$ cat config.mk
export PLATFORM = sky130hd
export DESIGN_NAME = instr_fetch_unit_flat
export DESIGN_NICKNAME = d
export VERILOG_FILES = /design/src/rtl/instr_fetch_unit_if.sv /design/src/rtl/instr_fetch_unit.sv /design/src/flat_wrapper.sv
export SDC_FILE = /design/constraint.sdc
export NUM_CORES = 1
export LEC_CHECK = 0
export BUFFER_PORTS_ARGS = -buffer_cell sky130_fd_sc_hd__buf_2
export CELL_PAD_IN_SITES_DETAIL_PLACEMENT = 1
export CELL_PAD_IN_SITES_GLOBAL_PLACEMENT = 1
export CORE_ASPECT_RATIO = 0.6
export CORE_MARGIN = 1
export CORE_UTILIZATION = 35
export CTS_CLUSTER_SIZE = 8
export DETAILED_ROUTE_END_ITERATION = 12
export PLACE_DENSITY_LB_ADDON = 0.05
export SYNTH_ARGS = -nofsm -noshare
export SYNTH_HDL_FRONTEND = slang
export SYNTH_SLANG_ARGS = --single-unit
$ cat constraint.sdc
create_clock -name clk -period 2.5 [get_ports clk]
set_input_delay 0.25 -clock clk [delete_from_list [all_inputs] [get_ports clk]]
set_output_delay 0.25 -clock clk [all_outputs]
set_load 0.01 [all_outputs]
$ cat src/rtl/instr_fetch_unit_if.sv
// -----------------------------------------------------------------------------
// instr_fetch_unit_if
//
// Bundles the fetch unit's instruction-memory bus, the redirect request from
// the execute stage and the decode-side valid/ready handshake.
//
//   imem_address   fetch address, meaningful while imem_rd_en=1
//   imem_rd_en     a fetch is issued this cycle
//   imem_data_out  instruction word returned MEM_LATENCY cycles after issue
//   redirect_valid control-flow change request
//   redirect_pc    new fetch target
//   instr_valid    prefetch FIFO head is valid
//   instr_ready    decode accepts the head this cycle
//   instr          FIFO head instruction word
//   instr_pc       address the head instruction was fetched from
//   fetch_fault    sticky flag: a misaligned redirect was taken
//
// master: the fetch unit. slave: the memory / core / decode side.
// -----------------------------------------------------------------------------
interface instr_fetch_unit_if #(
  parameter int XLEN = 32
);
  logic [XLEN-1:0] imem_address;
  logic            imem_rd_en;
  logic [XLEN-1:0] imem_data_out;
  logic            redirect_valid;
  logic [XLEN-1:0] redirect_pc;
  logic            instr_valid;
  logic            instr_ready;
  logic [XLEN-1:0] instr;
  logic [XLEN-1:0] instr_pc;
  logic            fetch_fault;

  modport master (
    output imem_address,
    output imem_rd_en,
    input  imem_data_out,
    input  redirect_valid,
    input  redirect_pc,
    output instr_valid,
    input  instr_ready,
    output instr,
    output instr_pc,
    output fetch_fault
  );

  modport slave (
    input  imem_address,
    input  imem_rd_en,
    output imem_data_out,
    output redirect_valid,
    output redirect_pc,
    input  instr_valid,
    output instr_ready,
    input  instr,
    input  instr_pc,
    input  fetch_fault
  );
endinterface

$ cat src/rtl/instr_fetch_unit.sv
// -----------------------------------------------------------------------------
// instr_fetch_unit
//
// Streams sequential fetches into a fixed-latency instruction memory, tracks
// the in-flight requests in a MEM_LATENCY-deep shift register, buffers the
// returned words in a DEPTH-entry prefetch FIFO and hands them to decode over
// a valid/ready handshake. A redirect flushes the FIFO and every in-flight
// fetch; a misaligned redirect target parks the unit in HALT with a sticky
// fault until an aligned redirect arrives.
//
// Parameters
//   XLEN          address / instruction width
//   RESET_VECTOR  first fetch address after reset
//   MEM_LATENCY   cycles from issue to imem_data_out valid (>= 1)
//   DEPTH         prefetch FIFO entries (power of two, >= 2)
//
// Ports
//   clk    clock, all state changes on the rising edge
//   reset  synchronous active-high reset (overrides redirect and handshake)
//   bus    instr_fetch_unit_if.master (memory bus, redirect, decode handshake)
// -----------------------------------------------------------------------------
module instr_fetch_unit #(
  parameter int              XLEN         = 32,
  parameter logic [XLEN-1:0] RESET_VECTOR = 'h1000,
  parameter int              MEM_LATENCY  = 1,
  parameter int              DEPTH        = 4
) (
  input  logic               clk,
  input  logic               reset,
  instr_fetch_unit_if.master bus
);

  localparam int PTR_W = $clog2(DEPTH);
  // Wide enough for fifo_count + inflight_count without overflow.
  localparam int CNT_W = $clog2(DEPTH + MEM_LATENCY + 1);
  localparam logic [CNT_W-1:0] DEPTH_C = CNT_W'(DEPTH);

  typedef enum logic {
    RUN  = 1'b0,
    HALT = 1'b1
  } state_t;

  state_t            state_q, state_d;
  logic              fetch_fault_q, fetch_fault_d;
  logic [XLEN-1:0]   fetch_pc_q, fetch_pc_d;

  // In-flight fetch tracking: stage i holds a request issued i+1 cycles ago.
  logic [MEM_LATENCY-1:0] pipe_valid_q, pipe_valid_d;
  logic [XLEN-1:0]        pipe_pc_q [MEM_LATENCY];
  logic [XLEN-1:0]        pipe_pc_d [MEM_LATENCY];

  // Prefetch FIFO.
  logic [XLEN-1:0]   fifo_instr_q [DEPTH];
  logic [XLEN-1:0]   fifo_instr_d [DEPTH];
  logic [XLEN-1:0]   fifo_pc_q    [DEPTH];
  logic [XLEN-1:0]   fifo_pc_d    [DEPTH];
  logic [PTR_W-1:0]  rd_ptr_q, rd_ptr_d;
  logic [PTR_W-1:0]  wr_ptr_q, wr_ptr_d;
  logic [CNT_W-1:0]  count_q, count_d;

  logic [CNT_W-1:0]  inflight_cnt;
  logic              issue;
  logic              pop;
  logic              push;
  logic              redirect_aligned;

  always_comb begin
    inflight_cnt = '0;
    for (int i = 0; i < MEM_LATENCY; i++) begin
      inflight_cnt = inflight_cnt + CNT_W'(pipe_valid_q[i]);
    end
  end

  // Credit check deliberately ignores a same-cycle pop: this keeps the issue
  // decision off the decode ready path at the cost of some throughput when
  // DEPTH < MEM_LATENCY+2.
  assign issue = !reset && (state_q == RUN) && !bus.redirect_valid &&
                 ((count_q + inflight_cnt) < DEPTH_C);

  assign pop              = (count_q != '0) && bus.instr_ready;
  // Writing at full is only legal when the head leaves in the same cycle; the
  // credit scheme means this guard never actually drops a returning word.
  assign push             = pipe_valid_q[MEM_LATENCY-1] && ((count_q != DEPTH_C) || pop);
  assign redirect_aligned = (bus.redirect_pc[1:0] == 2'b00);

  // In-flight shift register; a redirect kills every stage in one cycle so
  // stale words returning from memory are simply never captured.
  assign pipe_valid_d[0] = issue;
  assign pipe_pc_d[0]    = fetch_pc_q;

  for (genvar gi = 1; gi < MEM_LATENCY; gi++) begin : g_stage
    assign pipe_valid_d[gi] = pipe_valid_q[gi-1] & ~bus.redirect_valid;
    assign pipe_pc_d[gi]    = pipe_pc_q[gi-1];
  end

  always_comb begin
    state_d       = state_q;
    fetch_fault_d = fetch_fault_q;
    fetch_pc_d    = fetch_pc_q;
    rd_ptr_d      = rd_ptr_q;
    wr_ptr_d      = wr_ptr_q;
    count_d       = count_q;
    fifo_instr_d  = fifo_instr_q;
    fifo_pc_d     = fifo_pc_q;

    if (bus.redirect_valid) begin
      // A same-cycle handshake still completes (decode keeps that word);
      // the buffer is empty next cycle either way.
      rd_ptr_d = '0;
      wr_ptr_d = '0;
      count_d  = '0;
      if (redirect_aligned) begin
        fetch_pc_d    = bus.redirect_pc;
        state_d       = RUN;
        fetch_fault_d = 1'b0;
      end else begin
        state_d       = HALT;
        fetch_fault_d = 1'b1;
      end
    end else begin
      if (issue) begin
        fetch_pc_d = fetch_pc_q + XLEN'(4);
      end
      if (pop) begin
        rd_ptr_d = rd_ptr_q + PTR_W'(1);
      end
      if (push) begin
        fifo_instr_d[wr_ptr_q] = bus.imem_data_out;
        fifo_pc_d[wr_ptr_q]    = pipe_pc_q[MEM_LATENCY-1];
        wr_ptr_d               = wr_ptr_q + PTR_W'(1);
      end
      case ({push, pop})
        2'b10:   count_d = count_q + CNT_W'(1);
        2'b01:   count_d = count_q - CNT_W'(1);
        default: count_d = count_q;
      endcase
    end
  end

  always_ff @(posedge clk) begin
    if (reset) begin
      state_q       <= RUN;
      fetch_fault_q <= 1'b0;
      fetch_pc_q    <= RESET_VECTOR;
      rd_ptr_q      <= '0;
      wr_ptr_q      <= '0;
      count_q       <= '0;
      pipe_valid_q  <= '0;
      for (int i = 0; i < MEM_LATENCY; i++) begin
        pipe_pc_q[i] <= '0;
      end
      for (int i = 0; i < DEPTH; i++) begin
        fifo_instr_q[i] <= '0;
        fifo_pc_q[i]    <= '0;
      end
    end else begin
      state_q       <= state_d;
      fetch_fault_q <= fetch_fault_d;
      fetch_pc_q    <= fetch_pc_d;
      rd_ptr_q      <= rd_ptr_d;
      wr_ptr_q      <= wr_ptr_d;
      count_q       <= count_d;
      pipe_valid_q  <= pipe_valid_d;
      pipe_pc_q     <= pipe_pc_d;
      fifo_instr_q  <= fifo_instr_d;
      fifo_pc_q     <= fifo_pc_d;
    end
  end

  assign bus.imem_address = fetch_pc_q;
  assign bus.imem_rd_en   = issue;
  assign bus.instr_valid  = (count_q != '0);
  assign bus.instr        = fifo_instr_q[rd_ptr_q];
  assign bus.instr_pc     = fifo_pc_q[rd_ptr_q];
  assign bus.fetch_fault  = fetch_fault_q;

endmodule

$ cat src/flat_wrapper.sv
// flat-port wrapper written by rule: the top's interface ports become plain ports
module instr_fetch_unit_flat 
#(
  parameter int              XLEN         = 32,
  parameter logic [XLEN-1:0] RESET_VECTOR = 'h1000,
  parameter int              MEM_LATENCY  = 1,
  parameter int              DEPTH        = 4
)
  (clk, reset, bus_imem_address, bus_imem_rd_en, bus_imem_data_out, bus_redirect_valid, bus_redirect_pc, bus_instr_valid, bus_instr_ready, bus_instr, bus_instr_pc, bus_fetch_fault);
  instr_fetch_unit_if #(.XLEN(XLEN)) bus_i ();
  input  logic clk;
  input  logic reset;
  output wire logic [$bits(bus_i.imem_address)-1:0] bus_imem_address;
  output wire logic [$bits(bus_i.imem_rd_en)-1:0] bus_imem_rd_en;
  input wire logic [$bits(bus_i.imem_data_out)-1:0] bus_imem_data_out;
  input wire logic [$bits(bus_i.redirect_valid)-1:0] bus_redirect_valid;
  input wire logic [$bits(bus_i.redirect_pc)-1:0] bus_redirect_pc;
  output wire logic [$bits(bus_i.instr_valid)-1:0] bus_instr_valid;
  input wire logic [$bits(bus_i.instr_ready)-1:0] bus_instr_ready;
  output wire logic [$bits(bus_i.instr)-1:0] bus_instr;
  output wire logic [$bits(bus_i.instr_pc)-1:0] bus_instr_pc;
  output wire logic [$bits(bus_i.fetch_fault)-1:0] bus_fetch_fault;
  assign bus_imem_address = bus_i.imem_address;
  assign bus_imem_rd_en = bus_i.imem_rd_en;
  assign bus_i.imem_data_out = bus_imem_data_out;
  assign bus_i.redirect_valid = bus_redirect_valid;
  assign bus_i.redirect_pc = bus_redirect_pc;
  assign bus_instr_valid = bus_i.instr_valid;
  assign bus_i.instr_ready = bus_instr_ready;
  assign bus_instr = bus_i.instr;
  assign bus_instr_pc = bus_i.instr_pc;
  assign bus_fetch_fault = bus_i.fetch_fault;
  instr_fetch_unit #(.XLEN(XLEN), .RESET_VECTOR(RESET_VECTOR), .MEM_LATENCY(MEM_LATENCY), .DEPTH(DEPTH)) u_core (.clk(clk), .reset(reset), .bus(bus_i));
endmodule
=== Yosys cells after proc, flatten, opt, wreduce, memory -nomap -nowiden ===
Cells that the tools add are included.

* Input bits: 68
* Output and inout bits: 99
* Register bits: 329
* Word-level logic and storage cells: 64

* Magnitude comparators: 4
* Bitwise logic cells: 4
* Equal/unequal tests: 4
* Add/sub/neg operators: 6
* Mux-type cells: 15
* Reductions and logical operators: 16

{| class="wikitable"
|+ Operator list
! cell !! number
|-
| $bwmux W128 || 2
|-
| $mux W32 || 8
|-
| $bmux W32 S2 || 2
|-
| $demux W32 S2 || 1
|-
| $add A32 B3 Y32 const B || 1
|-
| $ge A3 B3 Y1 const B || 2
|-
| $logic_and A1 B1 Y1 || 6
|-
| $not A2 Y3 || 2
|-
| $pmux W3 S2 || 1
|-
| $add A2 B1 Y2 const B || 2
|-
| $reduce_and A2 Y1 || 2
|-
| $reduce_bool A2 Y1 || 2
|-
| $add A3 B1 Y3 || 1
|-
| $add A3 B1 Y3 const B || 1
|-
| $lt A3 B1 Y1 const B || 1
|-
| $lt A3 B3 Y1 const B || 1
|-
| $ne A3 B3 Y1 const B || 1
|-
| $reduce_bool A3 Y1 || 1
|-
| $sub A3 B1 Y3 const B || 1
|-
| $eq A2 B1 Y1 const B || 1
|-
| $eq A2 B2 Y1 const B || 1
|-
| $logic_not A1 Y1 || 2
|-
| $logic_not A2 Y1 || 1
|-
| $ne A2 B1 Y1 const B || 1
|-
| 4 further kinds || 5
|}

=== Logic depth before layout (Yosys ltp) ===
* Depth in word-level cells: 6
* Mapped depth: 8
* Mapped depth without buffers: 8

=== Worst setup path after synthesis ===
Ideal clock, no wire load.

* Path kind: register -> register
* Start point: register u_core.count_q[0]
* End point: register u_core.count_q[2]
* Library setup time: 0.070 ns
* Setup slack: 0.395 ns
* Data arrival time: 2.034 ns
* Period minus slack after synthesis: 2.105 ns
* Buffers on the path: 0
* Data required time: 2.430 ns
* Stages on the path, launching flop included: 9
* Cell sequence: dfxtp_1 -> nor4b_2 -> nand2b_1 -> ha_1 -> inv_1 -> fa_1 -> xor2_1 -> or3_1 -> a21oi_1

* Word-level cells in the longest chain between the ends: 6
* Elaborated cells on any way between the ends: 11
* Those cells by class: 2 x add/sub; 3 x eq/ne; 1 x mux; 5 x reduce/logical

{| class="wikitable"
|+ Ends and longest elaborated chain
! what !! line !! text
|-
| start, declared || instr_fetch_unit.sv:59 || <nowiki>logic [CNT_W-1:0] count_q, count_d;</nowiki>
|-
| start signal, assigned || instr_fetch_unit.sv:162 || <nowiki>count_q <= count_d;</nowiki>
|-
| $reduce_bool A3 Y1 || instr_fetch_unit.sv:80 || <nowiki>assign pop = (count_q != '0) && bus.instr_ready;</nowiki>
|-
| $logic_and A1 B1 Y1 || instr_fetch_unit.sv:80 ||
|-
| $logic_or A1 B1 Y1 || instr_fetch_unit.sv:83 || <nowiki>assign push = pipe_valid_q[MEM_LATENCY-1] && ((count_q != DEPTH_C) || pop);</nowiki>
|-
| $logic_and A1 B1 Y1 || instr_fetch_unit.sv:83 ||
|-
| $eq A2 B1 Y1 or $eq A2 B2 Y1 (tied branches) || instr_fetch_unit.sv:132 || <nowiki>case ({push, pop})</nowiki>
|-
| $pmux W3 S2 or $reduce_bool A2 Y1 (tied branches) || - ||
|}

Parallel ways exist; a longest one is shown, timed or not.
A chain may end at the register's enable or synchronous reset.

=== Worst setup path in the final report ===
* Start point: register u_core.rd_ptr_q[0]
* End point: output bus_instr_pc[10]

* Word-level cells in the longest chain between the ends: 4

{| class="wikitable"
|+ Ends and longest elaborated chain
! what !! line !! text
|-
| start, declared || instr_fetch_unit.sv:57 || <nowiki>logic [PTR_W-1:0] rd_ptr_q, rd_ptr_d;</nowiki>
|-
| start signal, assigned || instr_fetch_unit.sv:160 || <nowiki>rd_ptr_q <= rd_ptr_d;</nowiki>
|-
| $not A2 Y3 (not written as such) || instr_fetch_unit.sv:174 || <nowiki>assign bus.instr_pc = fifo_pc_q[rd_ptr_q];</nowiki>
|-
| $bmux W32 S2 || instr_fetch_unit.sv:174 ||
|-
| $mux W32 (not written as such) (2 in a row) || instr_fetch_unit.sv:174 ||
|-
| end, declared || flat_wrapper.sv:21 || <nowiki>output wire logic [$bits(bus_i.instr_pc)-1:0] bus_instr_pc;</nowiki>
|}

Every way passes these cells. The select of a mux whose other input is x is not followed.

==> out/summary.txt <==
Async SR Flop Fraction: 0
Hold path depth: 4
Max_slew headroom: 0.530
Via count: 11.6k
Final period util: 0.950
Initial antenna violation count: 0
Pins Over Slew Limit: 0
WP data required: 2.25 ns
Num CTS Buffers: 47
Die H: 154 um
Reg2reg start: u_core.count_q[0]
Post-synth EDFFs: 0
DRC viols: 0
Post-synthesis cell count: 1540
# fillers: 4390
Worst Hold End: u_core.bus.imem_address[7]
GP Congestion: 0.823
Gr ovfl total: 0
Final core utilization: 0.444
Fmax: 421 MHz
Routed Wire Length: 43.8 mm
Top FF cell, synth: dfxtp_1
CP Capture Type: primary output
First-pass GRT wire length: 68.9 mm
Hold_sp: bus_redirect_pc[7]
ANT nets after route: 0
Vias in the first global route: 12.1k
Drt pass-1 iters: 5
Unrepaired setup endpoints after global routing: no
Status: finished, final reports clean
Synthesized area: 13400 um^2
1st-iter DRT viols: 572
Final min period: 2.37 ns
Area occupied by registers: 6590 um^2
Max VDD drop: 0.404 mV
Dpl hpwl: 27.0 mm
Clock Skew: 0.0143 ns
Final hold viol count: 0
WL/cell: 19.4 um
Yosys Warn Count: 0
Std-Cell Rows: 55
Setup_tns: 0 ns
Setup violators final: 0
Maxcap violations: 0
Slew @ Worst Pin: 0.705 ns
CTS tree: yes
Synth top cells by count: nand2_1, dfxtp_1, a21oi_1
Biggest area consumer among synthesized cells: dfxtp_1
Multi-input logic area: 6310 um^2
Later-pin clock latency in the skew report: 0.53 ns
Cell leakage power: 0.00598 uW
Worst reg2reg path depth: 8
# nets final: 1812
#FFs+latches synth: 329
Clk buf depth: 3
CTS Sinks: 329
Core Region: 37700 um^2
Die width: 255 um
CTS root buf: clkbuf_16
Worst-path fanout max: 17
Sequential share of the synthesized area: 0.491
Synth area leaders: dfxtp_1, nand2_1, mux4_2, a21oi_1, clkbuf_1
Reg clk slew, reported paths: 0.06 ns
Area share of the largest cell type after synthesis: 0.491
R2R setup slack: 0.21 ns
Initial core utilization: 0.356
Worst reg2reg path endpoint: u_core.count_q[2]
Worst setup path class: flop to primary output
CTS H-tree lvls: 2
Largest net degree at the start of global routing: 139
PortBufs: 166
Syn Nets: 1615
GR Util All Layers: 0.224
CP arrival: 2.12 ns
Startpoint types: flop
Hold WC Path Type: input pin to flop
Boundary Pins: 167
N_diodes: 0
Unique cell type count in the Yosys netlist: 48
Top-count cell post-synth: nand2_1
Power density over the cells: 703 nW/um^2
Vias per inst: 5.12
Layout cells sized above 1: 0.199
Avg Cell Area, Syn: 8.71 um^2
Die Area: 39200 um^2
Area Overhead vs Synth: 24.7%
Post-CTS Resized: 0
registers in the layout, summed over array words and instances, names as in the netlist:
register,cells
u_core.fifo_pc_q,128
u_core.fifo_instr_q,128
u_core.rd_ptr_q,2
u_core.wr_ptr_q,2
u_core.pipe_valid_q,1
u_core.bus.imem_address,32
u_core.pipe_pc_q,32
u_core.count_q,3
u_core.state_q,1
through the flow:
stage | power (uW) | worst slack, ns | hold slack (ns) | instance area, um^2 | cells
finish | 11800 | 0.126 | 0.0368 | 16700 | 2254
global route | 12200 | 0.0142 | 0.0399 | 16700 | 2254
floorplan | 5860 | 0.395 | 0.372 | 13400 | 1540
CTS | 11900 | 0.0279 | 0.0119 | 16700 | 2253
global placement | 6160 | 0.245 | 0.439 | 14900 | 2148
detailed placement | 6170 | 0.223 | 0.447 | 14900 | 2148
logic make-up after synthesis:
| kind of cell | synth area share |
|---|---|
| compound gates | 0.129 |
| xor+xnor | 0.0176 |
| fa+ha+maj | 0.00709 |
| buf+inv | 0.0396 |
| flops | 0.491 |
| mux | 0.109 |
| simple gates | 0.206 |
worst max-delay path: stages (launching register included):
cell     delay [ns]
dfxtp_4        0.60
buf_4          0.30
mux4_2         0.52
buf_2          0.16
area by class of cell:
type	instances	area share
inverters	12	0.00269
clock buffers	52	0.0740
multi-input cells	1085	0.378
flip-flops and latches	329	0.394
clock inverters	1	0.000524
repair buffers	262	0.113
well taps	513	0.0384
routing by layer:
metal,track usage,share of wire,vias to the layer above,wire (um)
met2,0.360,0.46,161,20300
met5,0,0,-,0
met4,0.0465,0.014,0,625
met1,0.318,0.49,5759,21500
li1,-,-,5577,-
met3,0.0323,0.033,53,1440
how the worst max path moves through the flow:
stage | startpoint | slack [ns] | to
after floorplan | u_core.count_q[0] | 0.40 | u_core.count_q[2]
after global placement | u_core.count_q[0] | 0.24 | u_core.count_q[2]
after detailed placement | u_core.count_q[0] | 0.22 | u_core.count_q[2]
after CTS | u_core.rd_ptr_q[1] | 0.03 | bus_instr_pc[16]
after global routing | u_core.rd_ptr_q[0] | 0.01 | bus_instr[8]
final | u_core.rd_ptr_q[0] | 0.13 | bus_instr_pc[10]
power by group:
group | leakage (uW) | switching [uW] | internal [uW]
sequential | 0.00266 | 106 | 5340
clock | 0.000611 | 2210 | 3420
combinational | 0.00271 | 397 | 284
cells in the final DEF (no fill, tap or decap), types with 7 or more instances in the layout:
| cell | instances |
|---|---|
| xnor2_1 | 7 |
| o21ai_1 | 15 |
| buf_2 | 165 |
| nand2_1 | 534 |
| a32oi_1 | 11 |
| dlygate4sd3_1 | 52 |
| nand3_1 | 16 |
| buf_4 | 29 |
| a21oi_1 | 264 |
| nor2b_1 | 32 |
| clkbuf_16 | 50 |
| inv_1 | 11 |
| mux4_2 | 64 |
| buf_12 | 14 |
| nor2_1 | 26 |
| dfxtp_1 | 327 |
| o21ai_0 | 16 |
| xor2_1 | 20 |
timing repair:
item | CTS | global route
endpoints found under the setup margin | 0 | 11
setup buffers | 0 | 1
endpoints found under the hold margin | 147 | 0
hold buffers | 52 | 0
Note: power is estimated with default switching activity, not from simulation.
